==> src/rtl/palette_encoder.sv <==
// palette_encoder: nearest-colour search over a writable RGB palette table.
// A colour accepted in IDLE is compared against one table entry per clock;
// the index and Manhattan distance of the nearest entry are presented in DONE
// until the consumer takes them.
//
// Handshakes: a transfer happens on a rising edge where valid and ready are
// both high. in_ready is high only in IDLE; out_valid is high only in DONE,
// and out_index/out_dist are held stable for as long as out_valid stays high.
module palette_encoder #(
   parameter int NUM_ENTRIES = 16,
   parameter int IDX_W       = 4,
   parameter int COLOR_W     = 8
) (
   input  logic                 Clk,
   input  logic                 Reset,
   input  logic                 wr_en,
   input  logic [IDX_W-1:0]     wr_addr,
   input  logic [3*COLOR_W-1:0] wr_data,
   input  logic                 in_valid,
   output logic                 in_ready,
   input  logic [COLOR_W-1:0]   in_R,
   input  logic [COLOR_W-1:0]   in_G,
   input  logic [COLOR_W-1:0]   in_B,
   output logic                 out_valid,
   input  logic                 out_ready,
   output logic [IDX_W-1:0]     out_index,
   output logic [COLOR_W+1:0]   out_dist,
   output logic                 busy,
   output logic [1:0]           state_dbg
);

   localparam int DIST_W = COLOR_W + 2;
   localparam logic [IDX_W-1:0] LAST_IDX = IDX_W'(NUM_ENTRIES - 1);

   typedef enum logic [1:0] {
      IDLE   = 2'd0,
      SEARCH = 2'd1,
      DONE   = 2'd2
   } state_t;

   state_t                 state_q, state_d;
   logic [3*COLOR_W-1:0]   tbl_q [NUM_ENTRIES];
   logic [3*COLOR_W-1:0]   tbl_d [NUM_ENTRIES];
   logic [3*COLOR_W-1:0]   rgb_q, rgb_d;
   logic [IDX_W-1:0]       idx_q, idx_d;
   logic [IDX_W-1:0]       best_idx_q, best_idx_d;
   logic [DIST_W-1:0]      best_dist_q, best_dist_d;
   logic [IDX_W-1:0]       out_index_q, out_index_d;
   logic [DIST_W-1:0]      out_dist_q, out_dist_d;
   logic                   out_valid_q, out_valid_d;
   logic                   in_ready_q, in_ready_d;
   logic                   busy_q, busy_d;

   logic [3*COLOR_W-1:0]   entry;
   logic [DIST_W-1:0]      cur_dist;
   logic [DIST_W-1:0]      upd_dist;
   logic [IDX_W-1:0]       upd_idx;

   function automatic logic [COLOR_W-1:0] abs_diff(input logic [COLOR_W-1:0] a,
                                                    input logic [COLOR_W-1:0] b);
      return (a > b) ? (a - b) : (b - a);
   endfunction

   // Distance from the latched colour to the entry under comparison (pre-write table value).
   always_comb begin
      entry    = tbl_q[idx_q];
      cur_dist = DIST_W'(abs_diff(rgb_q[3*COLOR_W-1:2*COLOR_W], entry[3*COLOR_W-1:2*COLOR_W]))
               + DIST_W'(abs_diff(rgb_q[2*COLOR_W-1:COLOR_W],   entry[2*COLOR_W-1:COLOR_W]))
               + DIST_W'(abs_diff(rgb_q[COLOR_W-1:0],           entry[COLOR_W-1:0]));
   end

   // Next-state logic: table writes, search sequencing and registered outputs.
   always_comb begin
      state_d     = state_q;
      tbl_d       = tbl_q;
      rgb_d       = rgb_q;
      idx_d       = idx_q;
      best_idx_d  = best_idx_q;
      best_dist_d = best_dist_q;
      out_index_d = out_index_q;
      out_dist_d  = out_dist_q;
      upd_dist    = best_dist_q;
      upd_idx     = best_idx_q;

      // Writes land at the edge, so the running comparison still sees the old value.
      if (wr_en && (32'(wr_addr) < NUM_ENTRIES)) begin
         tbl_d[wr_addr] = wr_data;
      end

      case (state_q)
         IDLE: begin
            if (in_valid) begin
               rgb_d       = {in_R, in_G, in_B};
               idx_d       = '0;
               best_idx_d  = '0;
               best_dist_d = '1;
               state_d     = SEARCH;
            end
         end
         SEARCH: begin
            // Strict less-than keeps the lower index on ties.
            if (cur_dist < best_dist_q) begin
               upd_dist = cur_dist;
               upd_idx  = idx_q;
            end
            best_dist_d = upd_dist;
            best_idx_d  = upd_idx;
            if ((cur_dist == '0) || (idx_q == LAST_IDX)) begin
               out_index_d = upd_idx;
               out_dist_d  = upd_dist;
               state_d     = DONE;
            end else begin
               idx_d = idx_q + 1'b1;
            end
         end
         DONE: begin
            if (out_ready) begin
               state_d = IDLE;
            end
         end
         default: state_d = IDLE;
      endcase

      out_valid_d = (state_d == DONE);
      in_ready_d  = (state_d == IDLE);
      busy_d      = (state_d != IDLE);
   end

   // State and table registers; reset clears the table and drops any search.
   always_ff @(posedge Clk) begin
      if (!Reset) begin
         state_q     <= IDLE;
         tbl_q       <= '{default: '0};
         rgb_q       <= '0;
         idx_q       <= '0;
         best_idx_q  <= '0;
         best_dist_q <= '1;
         out_index_q <= '0;
         out_dist_q  <= '0;
         out_valid_q <= 1'b0;
         in_ready_q  <= 1'b1;
         busy_q      <= 1'b0;
      end else begin
         state_q     <= state_d;
         tbl_q       <= tbl_d;
         rgb_q       <= rgb_d;
         idx_q       <= idx_d;
         best_idx_q  <= best_idx_d;
         best_dist_q <= best_dist_d;
         out_index_q <= out_index_d;
         out_dist_q  <= out_dist_d;
         out_valid_q <= out_valid_d;
         in_ready_q  <= in_ready_d;
         busy_q      <= busy_d;
      end
   end

   assign out_valid = out_valid_q;
   assign in_ready  = in_ready_q;
   assign busy      = busy_q;
   assign out_index = out_index_q;
   assign out_dist  = out_dist_q;
   assign state_dbg = state_q;

endmodule

==> config.mk <==
export PLATFORM = sky130hd
export DESIGN_NAME = palette_encoder
export DESIGN_NICKNAME = d
export VERILOG_FILES = /design/src/rtl/palette_encoder.sv
export SDC_FILE = /design/constraint.sdc
export NUM_CORES = 1
export LEC_CHECK = 0
export ABC_AREA = 1
export CAP_MARGIN = 15
export CORE_MARGIN = 4
export CORE_UTILIZATION = 31
export CTS_BUF_LIST = sky130_fd_sc_hd__clkbuf_16
export DETAILED_ROUTE_END_ITERATION = 10
export PLACE_DENSITY = 0.52
export SETUP_SLACK_MARGIN = 0.05
export SLEW_MARGIN = 20
export SYNTH_ARGS = -nofsm -noshare
export SYNTH_HDL_FRONTEND = slang
export SYNTH_SLANG_ARGS = --single-unit
==> constraint.sdc <==
create_clock -name Clk -period 6.1 [get_ports Clk]
set_input_delay 1.525 -clock Clk [delete_from_list [all_inputs] [get_ports Clk]]
set_output_delay 1.525 -clock Clk [all_outputs]
set_load 0.02 [all_outputs]
Word level (Yosys, flattened, before mapping)
Index checks and enable logic that the tools add are counted.
{"block": "op_classes", "n_addsub": 9, "magnitude_cmp": 7, "eq_ne": 6, "muxes": 21, "bitwise_logic": 2, "n_reduce_logical": 11}
{"operator": "$bwmux W384", "count": 1}
{"operator": "$bmux W24 S4", "count": 1}
{"operator": "$demux W24 S4", "count": 1}
{"operator": "$mux W24", "count": 3}
{"operator": "$sub A8 B8 Y8", "count": 6}
{"operator": "$gt A8 B8 Y1", "count": 3}
{"operator": "$mux W8", "count": 3}
{"operator": "$mux W10", "count": 2}
{"operator": "$pmux W10 S2", "count": 1}
{"operator": "$pmux W4 S2", "count": 2}
{"operator": "$mux W4", "count": 3}
{"operator": "$add A9 B8 Y10", "count": 1}
{"operator": "$ge A5 B5 Y1 const B", "count": 2}
{"operator": "$logic_not A10 Y1", "count": 1}
{"operator": "$lt A10 B10 Y1", "count": 1}
{"operator": "$not A4 Y5", "count": 2}
{"operator": "$add A8 B8 Y9", "count": 1}
{"operator": "$mux W2", "count": 3}
{"operator": "$pmux W2 S3", "count": 1}
{"operator": "$reduce_and A2 Y1", "count": 3}
{"operator": "$lt A5 B1 Y1 const B", "count": 1}
{"operator": "$add A4 B1 Y4 const B", "count": 1}
{"operator": "$eq A2 B2 Y1 const B", "count": 2}
{"operator": "$eq A4 B4 Y1 const B", "count": 1}
{"operator": "7 further kinds", "count": 10}
{"block": "totals", "register_bits": 445, "in_bits": 57}

Longest topological paths before layout
Gate-level depths: netlist of run 1.
{"block": "logic_depth", "word_depth": 13, "mapped_depth": 43, "ltp_nobuf": 41}

Least setup slack after synthesis of run 1
OpenSTA, ideal clock, no wires.
{"block": "synth_path", "kind": "reg2reg", "from": "register idx_q[1]", "to": "register out_index_q[2], in the netlist out_index[2]", "setup_ns": 0.066, "arrival_ns": 5.748, "t_required_ns": 6.034, "setup_slack_ns": 0.286, "path_stages_with_launch": 36, "n_path_buf": 4, "cell_sequence": "dfxtp_1 > buf_2 > buf_2 > clkbuf_1 > o21ai_0 > o221ai_1 > a31oi_1 > inv_1 > ha_1 > inv_1 > fa_1 > inv_1 > o21ai_0 > nand2_1 > nand3_1 > nand2_2 > mux2_2 > fa_1 > ha_1 > fa_1 > nand2_1 > nand2_1 > nand3_1 > nand2_1 > nand2_1 > nand2_1 > nand2_2 > inv_1 > ha_1 > a21oi_1 > o21a_1 > nand3_2 > buf_2 > o21ai_0 > nand3_2 > a21oi_2"}
{"block": "synth_via", "elab_chain_len": 11}
{"item": "from (decl)", "line": "45", "rtl": "logic [IDX_W-1:0] idx_q, idx_d;"}
{"item": "from (signal assigned)", "line": "147", "rtl": "idx_q <= idx_d;"}
{"item": "branches (longest 11 deep; another with $add A9 B8 Y10)"}
{"item": "to (signal assigned)", "line": "150", "rtl": "out_index_q <= out_index_d;"}
{"item": "to (decl)", "line": "48", "rtl": "logic [IDX_W-1:0] out_index_q, out_index_d;"}
Parallel ways; which one is timed is not known. The select of a mux whose other input is x is not followed.
A chain may end at the register's enable or synchronous reset.

Worst setup path in the final report of run 1
{"block": "layout_path", "from": "register idx_q[0]", "to": "register best_dist_q[6]"}
{"block": "layout_via", "elab_chain_len": 11}
{"item": "$not A4 Y5 (not written as such) *", "line": "66", "rtl": "entry = tbl_q[idx_q];"}
{"item": "$bmux W24 S4 *", "line": "66"}
{"item": "$mux W24 (not written as such) * (2 in a row)", "line": "66"}
{"item": "$sub A8 B8 Y8 or $gt A8 B8 Y1 (tied branches)", "line": "61", "rtl": "return (a > b) ? (a - b) : (b - a);"}
{"item": "$mux W8", "line": "61"}
{"item": "$add A8 B8 Y9", "line": "68", "rtl": "+ DIST_W'(abs_diff(rgb_q[2*COLOR_W-1:COLOR_W], entry[2*COLOR_W-1:COLOR_W]))"}
{"item": "$add A9 B8 Y10 *", "line": "69", "rtl": "+ DIST_W'(abs_diff(rgb_q[COLOR_W-1:0], entry[COLOR_W-1:0]));"}
{"item": "$lt A10 B10 Y1", "line": "102", "rtl": "if (cur_dist < best_dist_q) begin"}
{"item": "$mux W10 *", "line": "102"}
{"item": "$pmux W10 S2 *", "line": "90", "rtl": "case (state_q)"}
{"item": "to (signal assigned)", "line": "149", "rtl": "best_dist_q <= best_dist_d;"}
{"item": "to (decl)", "line": "47", "rtl": "logic [DIST_W-1:0] best_dist_q, best_dist_d;"}
Every way passes the cells marked *; elsewhere a longest branch is shown, timed or not. The select of a mux whose other input is x is not followed.

==> flow_metrics.tcl, run 1 <==
set metrics [dict create \
    status "finished, final reports clean" \
    report.final.slew_viol_count 0 \
    yosysSeqAreaShare_pct 40.86 \
    io-pin-count 76 \
    finalWirelength_um 83910 \
    skew_ps 31.88 \
    routedWlPerCell_um 19.82 \
    mostFrequentLayoutCell "nor2_1" \
    cp_common_cell "nand2_2" \
    worst_slack_ps 186.0 \
    timing.final.hold_violations 0 \
    synthCells 3091 \
    start_util_pct 31.51 \
    cts_buffer_depth 3 \
    grt_first_pass_wirelength_um 122300 \
    grt_max_degree 228 \
    antenna_found_initial 1 \
    slew_headroom_pct 18.52 \
    ys_seq_elements 445 \
    io_buffers 75 \
    drt-initial-drc-count 2042 \
    cp.arrival_ps 6390 \
    core_sq_um 69190 \
    yosys.area.top_type_share_pct 40.86 \
    synth_area_per_cell_sq_um 7.053 \
    async_flop_share_pct 0 \
    rsz0062_at_grt "yes" \
    num_vias 21870 \
    min_period_ps 5914 \
    dr.pass1.iters 8 \
    overflow 0 \
    drive_gt1_share_pct 18.59 \
    critPathKind "flip-flop to flip-flop" \
    start_kind "flip-flop" \
    synthTopCellsByArea "dfxtp_1 (41%), o21ai_0 (15%), nor2_1 (15%), a21oi_1 (3.9%), ha_1 (3.7%)" \
    finalSetupViolCount 0 \
    cts_inserted_buffers 50 \
    die_y_um 273.2 \
    timing.final.crit_share_pct 96.95 \
    most-common-layout-cells "nor2_1 (835), o21ai_0 (594), dfxtp_1 (441), buf_4 (211), inv_1 (180)" \
    synth_ff_type "dfxtp_1" \
    ctsHoldBuffers 0 \
    synth_warnings 0 \
    gp_routability_congestion 0.8480 \
    num_rows 96 \
    worst_slew_pin_slew_ps 1221 \
    nets 3400 \
    cts_tree "done" \
    vias_per_cell 5.166 \
    max_clock_freq_mhz 169.1 \
    fin_tns_setup_ps 0 \
    ant_nets 0 \
    dp_slack_ps -250.1 \
    grt_usage_pct 20.74 \
    first_global_vias 20330 \
    diodes 0 \
    dieArea_sq_um 74630 \
    clock_sinks 445 \
    required_ps 6580 \
    clock_latency_ps 610 \
    powerDensity_nw_per_um2 509.5 \
    drc 0 \
    path_max_fanout 9 \
    peakVddDrop_v 0.0006120 \
    min_path_type "flip-flop to flip-flop" \
    hpwl_um 50730 \
    syn-num-nets 3227 \
    end_kind "flip-flop" \
    synth_enable_flop_cells 0 \
    yosys.cell_types.count 47 \
    leakage_uw 0.01195 \
    synth_area_leader_cell "dfxtp_1" \
    worst_path_largest_cell_delay_ps 500 \
    die_w_um 273.2 \
    clock-root-buffer "clkbuf_16" \
    syn_area_sq_um 21800 \
    slowest_stage "fa_1" \
    h-tree-depth 2 \
    path_clk_slew_ps 60 \
    max-cap-violations 0 \
    syn_to_final_growth_pct 28.97 \
]
-- critical path, delay by kind of cell (launching register included) --
| kind | cells | cell delay [ps] |
|---|---|---|
| simple gates | 15 | 1560 |
| fa+ha+maj | 4 | 1270 |
| compound gates | 6 | 810 |
| xor+xnor | 1 | 140 |
| flops | 1 | 440 |
| buf+inv | 13 | 1490 |
-- cell families (layout without fill, tap and decap cells) --
group | count (synthesis) | after routing | share of synthesized area, %
compound gates | 982 | 982 | 24.35
buf+inv | 432 | 643 | 7.834
simple gates | 1126 | 1126 | 20.79
fa+ha+maj | 79 | 79 | 5.051
mux | 2 | 2 | 0.1033
xor+xnor | 25 | 25 | 1.004
flops | 445 | 445 | 40.86
-- area by class of cell --
type / instances / area, sq um
Clock inverter: 40 / 250.2
Fill cell: 7220 / 41070
Timing Repair Buffer: 351 / 3507
Multi-Input combinational cell: 2214 / 12220
Tap cell: 931 / 1165
Timing Repair inverter: 3 / 41.29
Sequential cell: 445 / 8919
Clock buffer: 50 / 1251
Inverter: 199 / 767.0
-- Yosys cell counts, types with 22 or more instances --
library cell and instances:
a21oi_1 169, inv_1 195, xor2_1 22, o211ai_1 29, dfxtp_1 445, buf_2 22
o21ai_0 670, nand2_1 165, o22ai_1 25, nand3_1 39, clkbuf_1 198, nor2_1 866
o221ai_1 31, ha_1 64
-- state kept, by name, indices dropped and copies added, names as in the netlist --
signal       flops
rgb_q           24
idx_q            4
best_dist_q     10
busy             1
in_ready         1
out_dist        10
out_valid        1
state_dbg        2
best_idx_q       4
out_index        4
tbl_q          384
-- timing repair --
item                       in CTS  in global routing
cloned                          0                 17
setup buffers                   0                 42
setup endpoints to repair      29                 32
hold endpoints to repair        0                  0
pin swaps                       1                 91
resized for setup              23                316
-- per-layer routing --
metal | routed length [um] | global-route usage (%) | vias up
li1 | - | - | 10570
met1 | 38060 | 29.02 | 10420
met2 | 38640 | 34.19 | 735
met3 | 5209 | 2.612 | 146
met4 | 1998 | 4.765 | 0
met5 | 0 | 0 | -
-- where the power goes --
part / total (uW) / leakage (uW) / switching, uW / internal, uW
logic: 8410 / 0.00760 / 4570 / 3850
registers: 3060 / 0.00361 / 52.8 / 3000
clock network: 2850 / 0.000740 / 1320 / 1540
total: 14300 / 0.0120 / 5940 / 8380
-- per-stage QoR --
| stage | utilization, % | instance area, sq um | power (uW) | hold slack [ps] | std cells |
|---|---|---|---|---|---|
| after global routing | 40.64 | 28120 | 15270 | 469.9 | 4233 |
| final | 40.64 | 28120 | 14330 | 453.1 | 4233 |
| after detailed placement | 35.77 | 24750 | 9238 | 448.2 | 4084 |
| after CTS | 38.00 | 26290 | 12160 | 457.9 | 4174 |
| after global placement | 35.77 | 24750 | 9247 | 442.6 | 4084 |
| after floorplan | - | 21800 | 6985 | 429.7 | 3091 |
-- final timing paths --
| check | depth (start not counted) | end | startpoint | slack (ps) |
|---|---|---|---|---|
| worst max-delay path | 39 | best_dist_q[6] | idx_q[0] | 190 |
| worst min-delay path | 2 | tbl_q[383] | tbl_q[383] | 450 |
| worst max register to register | 39 | best_dist_q[6] | idx_q[0] | 190 |
| worst min register to register | 2 | tbl_q[383] | tbl_q[383] | 450 |
Note: power is estimated with default switching activity, not from simulation.
==> run 2: changes to the inputs <==
--- a/config.mk
+++ b/config.mk
@@ -6,7 +6,7 @@
 export NUM_CORES = 1
 export LEC_CHECK = 0
 export ABC_AREA = 1
-export CAP_MARGIN = 15
+export CAP_MARGIN = 20
 export CORE_MARGIN = 4
 export CORE_UTILIZATION = 31
 export CTS_BUF_LIST = sky130_fd_sc_hd__clkbuf_16
==> run 2 against run 1 <==
Hold slack worse by 1.2 ps; count of clock-buffer cells in the layout up 2; non-clock buffer count down 14; register-to-register slack worse by 80 ps; worst setup slack worse by 77 ps; die area unchanged; combinational power up 4.3%; critical path depth unchanged; core utilization down 0.089 points; cell area down 0.22%; first-iteration DRC count down 4.8%; global-route usage up 0.087 points; critical endpoint is now out_dist[3]; largest cell class unchanged.
==> flow_metrics.tcl, run 2 (same netlist as run 1, synthesis figures left out) <==
set metrics [dict create \
    crit_end "out_dist[3]" \
    hp-start "tbl_q[79]" \
    drc 0 \
    required_ps 6640 \
    hpwl_um 50920 \
    cts_inserted_buffers 50 \
    status "finished, final reports clean" \
    report.final.slew_viol_count 0 \
    fin_tns_setup_ps 0 \
    io_buffers 75 \
    clock-root-buffer "clkbuf_16" \
    end_kind "flip-flop" \
    crit_start "idx_q[0]" \
    overflow 0 \
    grt_usage_pct 20.82 \
    rsz0062_at_grt "yes" \
    antenna_found_initial 1 \
    gp_routability_congestion 0.8480 \
    mostFrequentLayoutCell "nor2_1" \
    place_area_sq_um 24810 \
    die_w_um 273.2 \
    leakage_uw 0.01198 \
    layout.cells.non_filler 4218 \
    clock_sinks 445 \
    cp.arrival_ps 6530 \
    timing.final.hold_violations 0 \
    cts_buffer_depth 3 \
    grt_util_met2_pct 34.27 \
    postLayoutCoreUtil_pct 40.55 \
    worst-path-buf-inv 11 \
    syn_to_final_growth_pct 28.68 \
    start_kind "flip-flop" \
    powerDensity_nw_per_um2 528.1 \
    h-tree-depth 2 \
    ff2ff_path_depth 39 \
    path_max_fanout 7 \
    fin_hold_ws_ps 451.9 \
    gr-usage-met1_pct 29.06 \
    worst_path_largest_cell_delay_ps 480 \
    die_y_um 273.2 \
    most-common-layout-cells "nor2_1 (837), o21ai_0 (603), dfxtp_1 (441), buf_4 (200), inv_1 (196)" \
    slew_headroom_pct 29.40 \
    max_clock_freq_mhz 166.9 \
    top_usage_layer "met2" \
    ant_nets 0 \
    min_period_ps 5991 \
    path_clk_slew_ps 60 \
    finalSetupViolCount 0 \
    cp_common_cell "nand2_2" \
    timing.final.crit_share_pct 98.22 \
    slowest_stage "dfxtp_4" \
    io-pin-count 76 \
    r2r_end "out_dist[3]" \
    routedWlPerCell_um 19.73 \
    r2r_start "idx_q[0]" \
    cts_tree "done" \
    use_met3_pct 2.630 \
    clock_latency_ps 620 \
    top_regs "tbl_q: 384 flops, rgb_q: 24 flops" \
    critPathKind "flip-flop to flip-flop" \
    largest_register_ffs 384 \
    finalWirelength_um 83210 \
    diodes 0 \
    top_register "tbl_q" \
    peakVddDrop_v 0.0007227 \
    final_cell_area_sq_um 28050 \
    dr.pass1.iters 6 \
    drt-initial-drc-count 1945 \
    num_rows 96 \
    worst_slew_pin_slew_ps 1056 \
    critical_path_depth 39 \
    start_util_pct 31.51 \
    dp.cells 4087 \
    crit_family "adder cells" \
    first_global_vias 20490 \
    num_vias 21870 \
    drive_gt1_share_pct 17.58 \
    max-cap-violations 0 \
    vias_per_cell 5.184 \
    grt_max_degree 228 \
    grt_first_pass_wirelength_um 122800 \
    nets 3387 \
    min_path_type "flip-flop to flip-flop" \
    core_sq_um 69190 \
    r2r_slack_ps 110 \
    skew_ps 22.87 \
    dieArea_sq_um 74630 \
]
## run 2: changes by cell type in the layout (fill, tap and decap cells not counted), sizes merged
cell      before  now
buf          265  251
clkinv        29   18
inv          205  216
clkinvlp       7    0
bufinv         1    4
clkbuf        62   64
nand2        186  187
## run 2: cell type report
cell class              instances  area (sq um)
repair inverters                3         28.78
multi-input cells            2215         12190
well taps                     931          1165
flip-flops and latches        445          8919
inverters                     199         764.5
fillers                      7230         41130
repair buffers                337          3407
clock inverters                36         277.8
clock buffers                  52          1301
## run 2: power breakdown
group | switching, uW | internal (uW)
clock network | 1290 | 1700
registers | 55.8 | 3000
logic | 4740 | 4030
total | 6090 | 8730
## run 2: worst register-to-register path, delay by kind of cell (launching register included)
family          cells  cell delay, ps
fa+ha+maj           5            1580
simple gates       17            1550
buf+inv            11            1390
compound gates      6             930
flops               1             480
## run 2: worst min path at each step
stage,depth (start not counted),endpoint,slack [ps]
3_5_place_dp,2,tbl_q[79],450
5_1_grt,2,tbl_q[91],470
2_1_floorplan,2,tbl_q[72],430
6_report,2,tbl_q[79],450
3_3_place_gp,2,tbl_q[92],440
4_1_cts,2,tbl_q[79],450
## run 2: metrics by stage
step	total power [uW]	worst slack (ps)
global placement	9247	-171.7
global route	15770	-195.6
finish	14820	108.9
CTS	12260	23.09
floorplan	6985	286.3
detailed placement	9225	-200.2
## run 2: what timing repair did
item,4_1_cts,5_1_grt
endpoints found under the setup margin,28,34
gates resized for setup,21,281
pin swaps,1,118
setup buffers,0,25
hold buffers,0,0
cloned,0,18
## run 2: per-layer routing
metal  vias to the layer above  part of all wire (%)
met5                         -                     0
met4                         0                   2.7
met3                       154                   6.4
met2                       768                    46
met1                     10410                    45
li1                      10540                     -
